### src/rtl/ghash_pkg.sv
// ghash_pkg: shared state encoding, byte padding mask and GF(2^128) reduction constant for the GHASH path.
package ghash_pkg;
  typedef enum logic [2:0] {
    S_IDLE, S_READY, S_ISSUE, S_ISSUE_LEN, S_WAIT, S_WAIT_LEN, S_DONE, S_DRAIN
  } state_t;
  localparam logic [127:0] GF_R = 128'hE1 << 120;
  function automatic logic [127:0] pad_mask(input logic [4:0] bytes);
    logic [127:0] m;
    m = '0;
    for (int i = 0; i < 16; i++) m[127-8*i -: 8] = (i < int'(bytes)) ? 8'hFF : 8'h00;
    return m;
  endfunction
endpackage

### src/rtl/ghash_pad.sv
// ghash_pad: zero-pads a MSB-aligned partial block and flags byte counts outside 1..16.
module ghash_pad
  import ghash_pkg::*;
(
  input  logic [127:0] i_data,
  input  logic [4:0]   i_bytes,
  output logic [127:0] o_x,
  output logic         o_bad
);
  assign o_x   = i_data & pad_mask(i_bytes);
  assign o_bad = (i_bytes == 5'd0) || (i_bytes > 5'd16);
endmodule

### src/rtl/ghash_ctrl.sv
// ghash_ctrl: GHASH sequencer driving an external multiply-by-H unit; optional GHASH_TAG_MASK_EN
// adds a tag_mask port that is XORed into the final tag.
module ghash_ctrl
  import ghash_pkg::*;
#(
  parameter int LEN_W = 64
) (
  input  logic         clk,
  input  logic         reset_n,
  input  logic         init,
  input  logic [127:0] h_key,
  input  logic         blk_valid,
  output logic         blk_ready,
  input  logic [127:0] blk_data,
  input  logic [4:0]   blk_bytes,
  input  logic         blk_is_aad,
  input  logic         fin,
`ifdef GHASH_TAG_MASK_EN
  input  logic [127:0] tag_mask,
`endif
  output logic         mul_start,
  output logic [127:0] mul_h,
  output logic [127:0] mul_block,
  input  logic [127:0] mul_result,
  input  logic         mul_ready,
  output logic [127:0] tag,
  output logic         tag_valid,
  output logic         error
);
  state_t             r_state, w_next;
  logic [127:0]       r_y, r_h, r_mul_block, r_tag;
  logic [LEN_W-1:0]   r_aad_len, r_txt_len;
  logic               r_fin_pend, r_seen_c, r_tag_valid, r_error;
  logic [127:0]       w_x, w_tag_val;
  logic [LEN_W-1:0]   w_inc;
  logic               w_pad_bad, w_bad, w_accept, w_fin_go, w_outstanding;

  ghash_pad u_pad (.i_data(blk_data), .i_bytes(blk_bytes), .o_x(w_x), .o_bad(w_pad_bad));

`ifdef GHASH_TAG_MASK_EN
  assign w_tag_val = mul_result ^ tag_mask;
`else
  assign w_tag_val = mul_result;
`endif

  assign w_inc         = LEN_W'({blk_bytes, 3'b000});
  assign w_bad         = w_pad_bad || (blk_is_aad && r_seen_c);
  assign w_accept      = (r_state == S_READY) && blk_valid && !init;
  assign w_fin_go      = (r_state == S_READY) && !blk_valid && (fin || r_fin_pend) && !init;
  // A multiply is still in flight unless its completion pulse is arriving this cycle.
  assign w_outstanding = (r_state inside {S_ISSUE, S_ISSUE_LEN}) ||
                         ((r_state inside {S_WAIT, S_WAIT_LEN, S_DRAIN}) && !mul_ready);

  always_comb begin
    w_next = r_state;
    if (init) w_next = w_outstanding ? S_DRAIN : S_READY;
    else
      case (r_state)
        S_READY:     w_next = w_accept ? (w_bad ? S_READY : S_ISSUE) : (w_fin_go ? S_ISSUE_LEN : S_READY);
        S_ISSUE:     w_next = S_WAIT;
        S_ISSUE_LEN: w_next = S_WAIT_LEN;
        S_WAIT:      w_next = mul_ready ? S_READY : S_WAIT;
        S_WAIT_LEN:  w_next = mul_ready ? S_DONE : S_WAIT_LEN;
        S_DRAIN:     w_next = mul_ready ? S_READY : S_DRAIN;
        default:     w_next = r_state;
      endcase
  end

  always_ff @(posedge clk or negedge reset_n) begin
    if (!reset_n) begin
      r_state     <= S_IDLE;
      r_y         <= '0;
      r_h         <= '0;
      r_mul_block <= '0;
      r_tag       <= '0;
      r_aad_len   <= '0;
      r_txt_len   <= '0;
      r_fin_pend  <= 1'b0;
      r_seen_c    <= 1'b0;
      r_tag_valid <= 1'b0;
      r_error     <= 1'b0;
    end else begin
      r_state <= w_next;
      if (init) begin
        r_y         <= '0;
        r_h         <= h_key;
        r_tag       <= '0;
        r_aad_len   <= '0;
        r_txt_len   <= '0;
        r_fin_pend  <= 1'b0;
        r_seen_c    <= 1'b0;
        r_tag_valid <= 1'b0;
        r_error     <= 1'b0;
      end else begin
        if (fin && r_state != S_DONE && (r_state != S_READY || w_accept)) r_fin_pend <= 1'b1;
        else if (w_fin_go) r_fin_pend <= 1'b0;
        if (w_accept && w_bad) r_error <= 1'b1;
        if (w_accept && !w_bad) begin
          r_mul_block <= r_y ^ w_x;
          if (blk_is_aad) r_aad_len <= r_aad_len + w_inc;
          else begin
            r_txt_len <= r_txt_len + w_inc;
            r_seen_c  <= 1'b1;
          end
        end
        if (w_fin_go) r_mul_block <= r_y ^ {64'(r_aad_len), 64'(r_txt_len)};
        if (r_state == S_WAIT && mul_ready) r_y <= mul_result;
        if (r_state == S_WAIT_LEN && mul_ready) begin
          r_tag       <= w_tag_val;
          r_tag_valid <= 1'b1;
        end
      end
    end
  end

  assign blk_ready = r_state == S_READY;
  assign mul_start = r_state inside {S_ISSUE, S_ISSUE_LEN};
  assign mul_h     = r_h;
  assign mul_block = r_mul_block;
  assign tag       = r_tag;
  assign tag_valid = r_tag_valid;
  assign error     = r_error;
endmodule

### config.mk
export PLATFORM = sky130hd
export DESIGN_NAME = ghash_ctrl
export DESIGN_NICKNAME = d
export VERILOG_FILES = /design/src/rtl/ghash_pkg.sv /design/src/rtl/ghash_pad.sv /design/src/rtl/ghash_ctrl.sv
export SDC_FILE = /design/constraint.sdc
export NUM_CORES = 1
export LEC_CHECK = 0
export ABC_AREA = 1
export BUFFER_PORTS_ARGS = -buffer_cell sky130_fd_sc_hd__buf_4
export CORE_MARGIN = 2
export CORE_UTILIZATION = 35
export DETAILED_ROUTE_END_ITERATION = 12
export GPL_TIMING_DRIVEN = 1
export MAX_ROUTING_LAYER = met4
export SYNTH_ARGS = -nofsm -noshare
export SYNTH_HDL_FRONTEND = slang
export SYNTH_SLANG_ARGS = --single-unit
### constraint.sdc
create_clock -name clk -period 2.3 [get_ports clk]
set_input_delay 0.46 -clock clk [delete_from_list [all_inputs] [get_ports clk]]
set_output_delay 0.46 -clock clk [all_outputs]
set_load 0.02 [all_outputs]
# Word-level counts from Yosys, hierarchy flattened
# Cells that the tools add are included.
word_totals:
  register_bits: 647
  latch_bits: 0
  ram_bits: 0
  mem_bits_ro: 0
  in_bits: 396
  out_inout_bits: 388
  wordCells: 126
  n_memories: 0
op_classes:
  add_sub_neg: 2
  n_mul: 0
  div_mod_pow: 0
  order_cmp: 17
  n_eq_ne: 9
  shift: 0
  mux: 47
  bitwise_logic: 4
  reduce_logical: 36
op_table:
  columns: ["cell", "count"]
  rows:
  - ["128-bit 2-to-1 mux", 6]
  - ["64-bit 2-to-1 mux", 6]
  - ["128-bit XOR", 2]
  - ["64-bit by 8-bit adder with 64-bit output", 2]
  - ["128-bit bitwise AND", 1]
  - ["8-bit 2-to-1 mux", 16]
  - ["4-bit by 5-bit < comparator with 1-bit output (first input constant)", 8]
  - ["3-bit by 5-bit < comparator with 1-bit output (first input constant)", 4]
  - ["3-bit case mux with 6 select lines", 1]
  - ["2-bit nonzero test", 7]
  - ["1-bit logical AND", 13]
  - ["3-bit 2-to-1 mux", 4]
  - ["1-bit by 5-bit < comparator with 1-bit output (first input constant)", 2]
  - ["2-bit by 5-bit < comparator with 1-bit output (first input constant)", 2]
  - ["1-bit 2-to-1 mux", 10]
  - ["3-bit equality test (second input constant)", 3]
  - ["2-bit 2-to-1 mux", 4]
  - ["7-bit nonzero test", 1]
  - ["3-bit by 2-bit equality test with 1-bit output (second input constant)", 2]
  - ["2-bit AND reduction", 3]
  - ["3-bit nonzero test", 2]
  - ["5-bit greater-than comparator (second input constant)", 1]
  - ["5-bit zero test", 1]
  - ["1-bit logical OR", 5]
  - ["6 further kinds", 9]

# Longest topological paths before layout
# Gate-level depths: netlist (run 1).
depth:
  depth_word: 8
  mapped_depth: 13
  mapped_depth_nobuf: 13

# Hierarchy
# A second synthesis (run 1) with hierarchy kept.
unflattened:
  hier_cells: 4296
  area_unflattened_um2: 32723.9
modules_own_cells:
  columns: ["module", "n_inst", "cells_each", "area_per_inst_um2", "seq_area_each_um2"]
  rows:
  - ["ghash_ctrl", 1, 4008, 31584.0, 16040.4]
  - ["ghash_pad", 1, 288, 1139.8, 0.0]

# Worst setup path after synthesis (run 1)
# No wires, ideal clock.
synth_path:
  kind: "input-to-reg"
  start: "input port blk_bytes[0]"
  end: "register r_aad_len[19]"
  setup_ns: 0.127
  arrival_ns: 1.887
  required_time_ns: 2.173
  path_slack_ns: 0.286
  stages: 9
  n_path_buf: 0
  cell_sequence: "ha_1 > fa_1 > nand2_1 > nand2_1 > nand3_1 > a21oi_1 > or2_2 > nand3_1 > o21ai_0"
synth_between:
  elab_chain_len: 7
  elab_cells_between_ends: 12
  cone_classes: "add/sub: 1; order compare: 1; mux: 3; reduce/logical: 7"
synth_rtl:
  columns: ["item", "line", "source"]
  rows:
  - ["from (decl)", "ghash_ctrl.sv:15", "input logic [4:0] blk_bytes,"]
  - ["branches (longest 7 deep; another with 64-bit by 8-bit adder with 64-bit output)", null, null]
  - ["to (signal assigned)", "ghash_ctrl.sv:100", "if (blk_is_aad) r_aad_len <= r_aad_len + w_inc;"]
  - ["to (decl)", "ghash_ctrl.sv:32", "logic [LEN_W-1:0] r_aad_len, r_txt_len;"]
# Several ways; the timed one is not identified. The select of a mux whose other input is x is not followed.
# A chain may end at the register's enable or synchronous reset.

# Worst setup path after layout (run 1)
layout_path:
  start: "register r_fin_pend"
  end: "register r_mul_block[100], in the netlist mul_block[100]"
layout_between:
  elab_chain_len: 5
  elab_cells_between_ends: 6
  cone_classes: "mux: 1; reduce/logical: 5"
layout_rtl:
  columns: ["item", "line", "source"]
  rows:
  - ["from (decl)", "ghash_ctrl.sv:33", "logic r_fin_pend, r_seen_c, r_tag_valid, r_error;"]
  - ["from (signal assigned)", "ghash_ctrl.sv:78", "r_fin_pend <= 1'b0;"]
  - ["from (signal assigned)", "ghash_ctrl.sv:90", "r_fin_pend <= 1'b0;"]
  - ["from (signal assigned)", "ghash_ctrl.sv:95", "if (fin && r_state != S_DONE && (r_state != S_READY || w_accept)) r_fin_pend <= 1'b1;"]
  - ["1-bit logical OR (*)", "ghash_ctrl.sv:49", "assign w_fin_go = (r_state == S_READY) && !blk_valid && (fin || r_fin_pend) && !init;"]
  - ["1-bit logical AND (*) (2 in a row)", "ghash_ctrl.sv:49", null]
  - ["2-bit nonzero test (no line)", null, null]
  - ["2-bit AND reduction (no line)", null, null]
  - ["to (signal assigned)", "ghash_ctrl.sv:99", "r_mul_block <= r_y ^ w_x;"]
  - ["to (signal assigned)", "ghash_ctrl.sv:106", "if (w_fin_go) r_mul_block <= r_y ^ {64'(r_aad_len), 64'(r_txt_len)};"]
  - ["to (decl)", "ghash_ctrl.sv:31", "logic [127:0] r_y, r_h, r_mul_block, r_tag;"]
# Mark *: on every way between the ends. The rest lies on a longest branch, timed or not.

==> flow_summary.ini, run 1 <==
[outcome]
outcome = finished clean

[clocking]
post_cts_buffers = 0
clock-root-buffer = clkbuf_16
insertion_delay_ps = 660
cts_htree_levels = 3
tritoncts = built
numCtsBuffers = 76
cts.sinks = 641
cts_max_path_buffers = 3
path_clk_slew_ps = 60

[finish]
syn_to_final_growth_pct = 36.5
drive_gt1_share_pct = 23.3
final_cells = 6594
finalCoreUtilization_pct = 48.2
fin_nets = 5678

[global_routing]
grt_max_degree = 151
grt_pass1_wl_um = 197000
antenna_found_initial = 12
grt_pass1_vias = 31600
grtUsageTotal_pct = 27.5
overflow = 0

[sta]
fin_worst_skew_ps = 29.6
relSlewSlack_pct = 34.7
max_freq_mhz = 463
finalCritPeriodShare_pct = 93.9
worstMarginPinSlew_ps = 979
hold_violations = 0
finalMaxSlewViolations = 0
layout_setup_ws_ps = 140
setup_violations = 0
period_needed_ps = 2160
holdWs_ps = 36.1
rsz0062_at_grt = false

[placement]
hpwl_um = 100000
pre_cts_slack_ps = -215
place_congestion = 0.984
port-buffer-count = 783
dpl.cell_count = 6334

[logic_synthesis]
netlist_instances = 4303
yosysTopAreaCell = dfrtp_1
ys_top_cells_by_area = dfrtp_1 49%, nand2_1 18%, inv_1 5.2%, nor2_1 4.7%, mux2_2 4.3%
ys.flop_type = dfrtp_1
syn-num-nets = 4711
ys_ff_latch = 641
synthArstFlopShare_pct = 100
syn_area_um2 = 32900
synth.avg_cell_area_um2 = 7.64
synth_common_cells = 1,541 x nand2_1, 641 x dfrtp_1, 452 x inv_1, 409 x nor2_1, 276 x nand3_1
synth_edf_count = 0
synth.distinct_cells = 43
synth_top_area_share_pct = 48.8
yosysSeqAreaShare_pct = 48.8
yosysMostFrequentCell = nand2_1
ys_warn_count = 0

[pwr]
p_int_mw = 25.4
pwr-share-clk_pct = 32.9
p_switching_mw = 13.2
p_leak_nw = 22.8
peakVddDrop_uv = 629
power_density_nw_per_um2 = 860
seqPwrFrac_pct = 37.4
power_mw = 38.6
switching_share_pct = 34.2
combinationalPowerShare_pct = 29.6

[floorplan]
start_util_pct = 35.3
core-area_um2 = 93200
rows = 112
ios = 784
die_area_um2 = 96400
die_h_um = 311
die_w_um = 311

[worst_setup_path]
worstPathArrival_ps = 2690
start_kind = register
path_class = register to register
setup.worst_path.end_class = register
required_ps = 2830
cp_max_fo = 108

[route]
routed_wl_um = 132000
antenna_left = 0
route.detailed.drc = 0
vias = 32200
dr.pass1.iters = 6
viasPerCell = 4.89
wl_per_cell_um = 20.0
drt_iter0_drc = 2417

[worst_hold_path]
hp-class = primary input to register

[run]
cap_violations = 0
==> cell usage in the layout, fill, tap and decap left out, drive strengths merged, types with 31 or more instances in the layout <==
master / count
a31oi: 42
buf: 955
clkbuf: 121
dfrtp: 641
dlygate4sd3: 112
inv: 461
mux2: 125
nand2: 1546
nand3: 281
nand4: 100
nor2: 415
o211ai: 31
o21ai: 308
or2: 82
==> through the flow <==
| stage | instance area (um2) | TNS, ps |
|---|---|---|
| after floorplan | 32900 | 0 |
| after global placement | 41100 | -5300 |
| after detailed placement | 41100 | -6120 |
| after CTS | 44800 | 0 |
| after global routing | 44900 | 0 |
| final | 44900 | 0 |
==> routing by layer <==
layer,wire [um],vias up,track usage (%),share of wire (%)
met2,64900,1054,46.1,49
met1,53800,15400,33.0,41
met5,0,-,-,0
li1,-,15600,-,-
met3,9320,187,6.16,7.1
met4,3770,0,8.40,2.9
==> kinds of logic after synthesis <==
logic type                 after synthesis  synth area share, %
and+or+nand+nor                       2455                 30.9
DFF                                    641                 48.8
buffers and inverters                  637                 8.29
AOI/OAI and AO/OA                      420                 6.86
muxes                                  125                 4.28
xor gates and xnor gates                13                0.346
adders and majority gates               12                0.502
==> repair_timing <==
item | CTS | global route
resized for setup | 1 | 15
hold buffers | 112 | 0
hold endpoints to repair | 140 | 0
setup endpoints to repair | 1 | 26
==> critical path, stage by stage (launching register included) <==
cell and delay, ps:
dfrtp_1 340, nor2_1 50, nor2_1 260, nand3_4 110, buf_4 250, buf_16 250
o21ai_1 440, or2_0 170, a31oi_1 70
==> state kept, by name, indices dropped and copies added, names as in the netlist <==
register    flops
tag_valid       1
r_y           128
tag           128
mul_block     128
r_aad_len      61
r_txt_len      61
r_fin_pend      1
r_state         3
mul_h         128
r_seen_c        1
error           1
==> final cells by class <==
| cell class | instances | area (um2) |
|---|---|---|
| Fill cell | 9158 | 48300 |
| Sequential cell | 641 | 16000 |
| Multi-Input combinational cell | 3025 | 14200 |
| Clock buffer | 121 | 2390 |
| Timing Repair Buffer | 1067 | 8720 |
| Tap cell | 1254 | 1570 |
| Clock inverter | 14 | 213 |
| Antenna cell | 13 | 32.5 |
| Inverter | 459 | 1730 |
==> power groups by stage <==
stage	Sequential, mW	Clock (mW)	Combinational, mW
3_3_place_gp	14.6	0	11.2
5_1_grt	14.7	13.4	12.3
4_1_cts	14.4	13.0	11.5
3_5_place_dp	14.6	0	11.4
6_report	14.5	12.7	11.4
2_1_floorplan	16.4	0	3.86
==> path summary, 6_finish.rpt <==
check / from / endpoint / slack (ps) / depth (start not counted)
max in group asynchronous: reset_n / tag[98]$_DFFE_PN0P_ / 1060 / 4
hold / removal: h_key[62] / mul_h[62]$_DFFE_PN0P_ / 40 / 3
setup / recovery: r_fin_pend$_DFFE_PN0P_ / mul_block[100]$_DFFE_PN0P_ / 140 / 8
setup reg to reg: r_fin_pend$_DFFE_PN0P_ / mul_block[100]$_DFFE_PN0P_ / 140 / 8
hold reg to reg: mul_h[19]$_DFFE_PN0P_ / mul_h[19]$_DFFE_PN0P_ / 470 / 2
min in group asynchronous: reset_n / r_txt_len[8]$_DFFE_PN0P_ / 390 / 2
Note: power is estimated with default switching activity, not from simulation.
==> inputs of run 2 (changes only) <==
- GPL_ROUTABILITY_DRIVEN: not set -> 0
- GPL_TIMING_DRIVEN: 1 -> 0
==> run 2 against run 1 <==
  * Global-route usage grew 2.3 points
  * Sequential power is essentially flat
  * Worst hold slack lost 4.5 ps
  * Sequential share of layout area grew 0.37 points
  * Register-to-register slack lost 80 ps
  * First-iteration DRC count grew 39%
  * Flip-flop and latch count is the same
  * Die area is the same
  * Clock skew grew 6.7 ps
  * Combinational power grew 5%
==> flow_summary.ini, run 2 (synthesized netlist as in run 1, its figures left out) <==
[outcome]
outcome = finished clean

[sta]
hold_violations = 0
layout_setup_ws_ps = 47.7
max_freq_mhz = 444
worstMarginPinSlew_ps = 1140
finalMaxSlewViolations = 0
setup_violations = 0
relSlewSlack_pct = 23.3
finalCritPeriodShare_pct = 97.9
period_needed_ps = 2250
fin_worst_skew_ps = 36.3
final.setup.tns_ps = 0

[worst_setup_path]
start_kind = primary input
crit_slowest_cell = clkbuf_1
crit_start = init
worstReg2RegStart = r_aad_len[3]$_DFFE_PN0P_
path_cells = buf_2, clkbuf_1, clkbuf_1, nor2_1, mux2_2
r2r_cells = 11
required_ps = 2840
cp-endpoint = tag[122]$_DFFE_PN0P_
setup.worst_path.end_class = register
cp_max_fo = 10
ff2ff_setup_slack_ps = 60
cp_common_cell = clkbuf_1
worstPathArrival_ps = 2800
reg2reg_to = r_aad_len[59]$_DFFE_PN0P_
path_class = primary input to register
crit_path_max_incr_delay_ps = 850

[pwr]
p_leak_nw = 22.5
peakVddDrop_uv = 642
power_mw = 39.2
power_density_nw_per_um2 = 881

[global_routing]
overflow = 0
grt_max_degree = 114
grt_pass1_wl_um = 210000
antenna_found_initial = 10
grtUsageTotal_pct = 29.9
grt_pass1_vias = 32500

[clocking]
insertion_delay_ps = 670
tritoncts = built
cts_htree_levels = 3
cts_max_path_buffers = 3
path_clk_slew_ps = 60
cts.sinks = 641
clock-root-buffer = clkbuf_16
numCtsBuffers = 76
post_cts_buffers = 0

[run]
cap_violations = 0

[finish]
fill_cells = 9239
design_area_um2 = 44400
syn_to_final_growth_pct = 35.1
final_common_cell = nand2_1
fin_nets = 5685
drive_gt1_share_pct = 22.6
final_cell_mix = 1,536 x nand2_1, 799 x buf_4, 640 x dfrtp_1, 451 x inv_1, 401 x nor2_1

[placement]
port-buffer-count = 782
hpwl_um = 111000
pre_cts_slack_ps = -1100
placed_cell_area_um2 = 40500

[route]
wl_per_cell_um = 21.8
dr.pass1.iters = 6
route.detailed.drc = 0
routed_wl_um = 144000
vias = 33500
antenna_left = 0
drt_iter0_drc = 3352
viasPerCell = 5.08

[floorplan]
start_util_pct = 35.3
die_w_um = 311
ios = 784
die_h_um = 311
core-area_um2 = 93200
rows = 112
die_area_um2 = 96400

[worst_hold_path]
hp-class = primary input to register
==> run 2: layout make-up <==
cell class | instances | area [um2] | area share, %
clock buffer | 118 | 2340 | 5.28
timing repair buffer | 897 | 7160 | 16.1
sequential | 641 | 16000 | 36.1
inverter | 459 | 1730 | 3.89
buffer | 177 | 1070 | 2.42
multi-input combinational | 3025 | 14200 | 32.0
clock inverter | 19 | 250 | 0.563
antenna | 9 | 22.5 | 0.0507
tap | 1254 | 1570 | 3.53
==> run 2: how the worst min path moves through the flow <==
stage          cells past startpoint                endpoint  slack, ps                   start
5_1_grt                            3   mul_h[77]$_DFFE_PN0P_         30               h_key[77]
3_3_place_gp                       2  mul_h[115]$_DFFE_PN0P_        460  mul_h[115]$_DFFE_PN0P_
4_1_cts                            3   mul_h[42]$_DFFE_PN0P_        0.3               h_key[42]
3_5_place_dp                       1  mul_h[120]$_DFFE_PN0P_        400                 reset_n
6_report                           3   mul_h[26]$_DFFE_PN0P_         30               h_key[26]
2_1_floorplan                      0       error$_DFFE_PN0P_        160                 reset_n
==> run 2: per-stage QoR <==
stage	std cells	utilization (%)	hold slack, ps
5_1_grt	6599	47.7	29.7
3_3_place_gp	6339	43.3	455
2_1_floorplan	4303	-	164
4_1_cts	6588	47.4	0.297
3_5_place_dp	6345	43.5	405
6_report	6599	47.7	31.7
==> run 2: power by group <==
part	switching, mW	total (mW)	internal [mW]	leakage, nW
Sequential	1.18	14.4	13.2	8.22
Combinational	7.40	12.0	4.61	13.0
Clock	5.20	12.8	7.58	1.29
==> run 2: per-layer routing <==
metal	wire, um	share of wire [%]	global-route usage [%]	up-vias
li1	-	-	-	15600
met1	56000	39	36.2	16100
met2	67600	47	48.1	1543
met3	13800	9.6	7.06	310
met4	6330	4.4	11.8	0
met5	0	0	-	-
==> run 2: worst max-delay path, delay by kind of cell <==
family,cells,cell delay [ps]
muxes,1,310
buffers and inverters,3,1770
and+or+nand+nor,1,220
==> run 2: timing repair <==
action                     CTS  global route
hold endpoints to repair   148             0
setup endpoints to repair  297           332
pin swaps                    0             3
hold buffers               107             0
gates resized for setup     22            77
cloned                       0             2
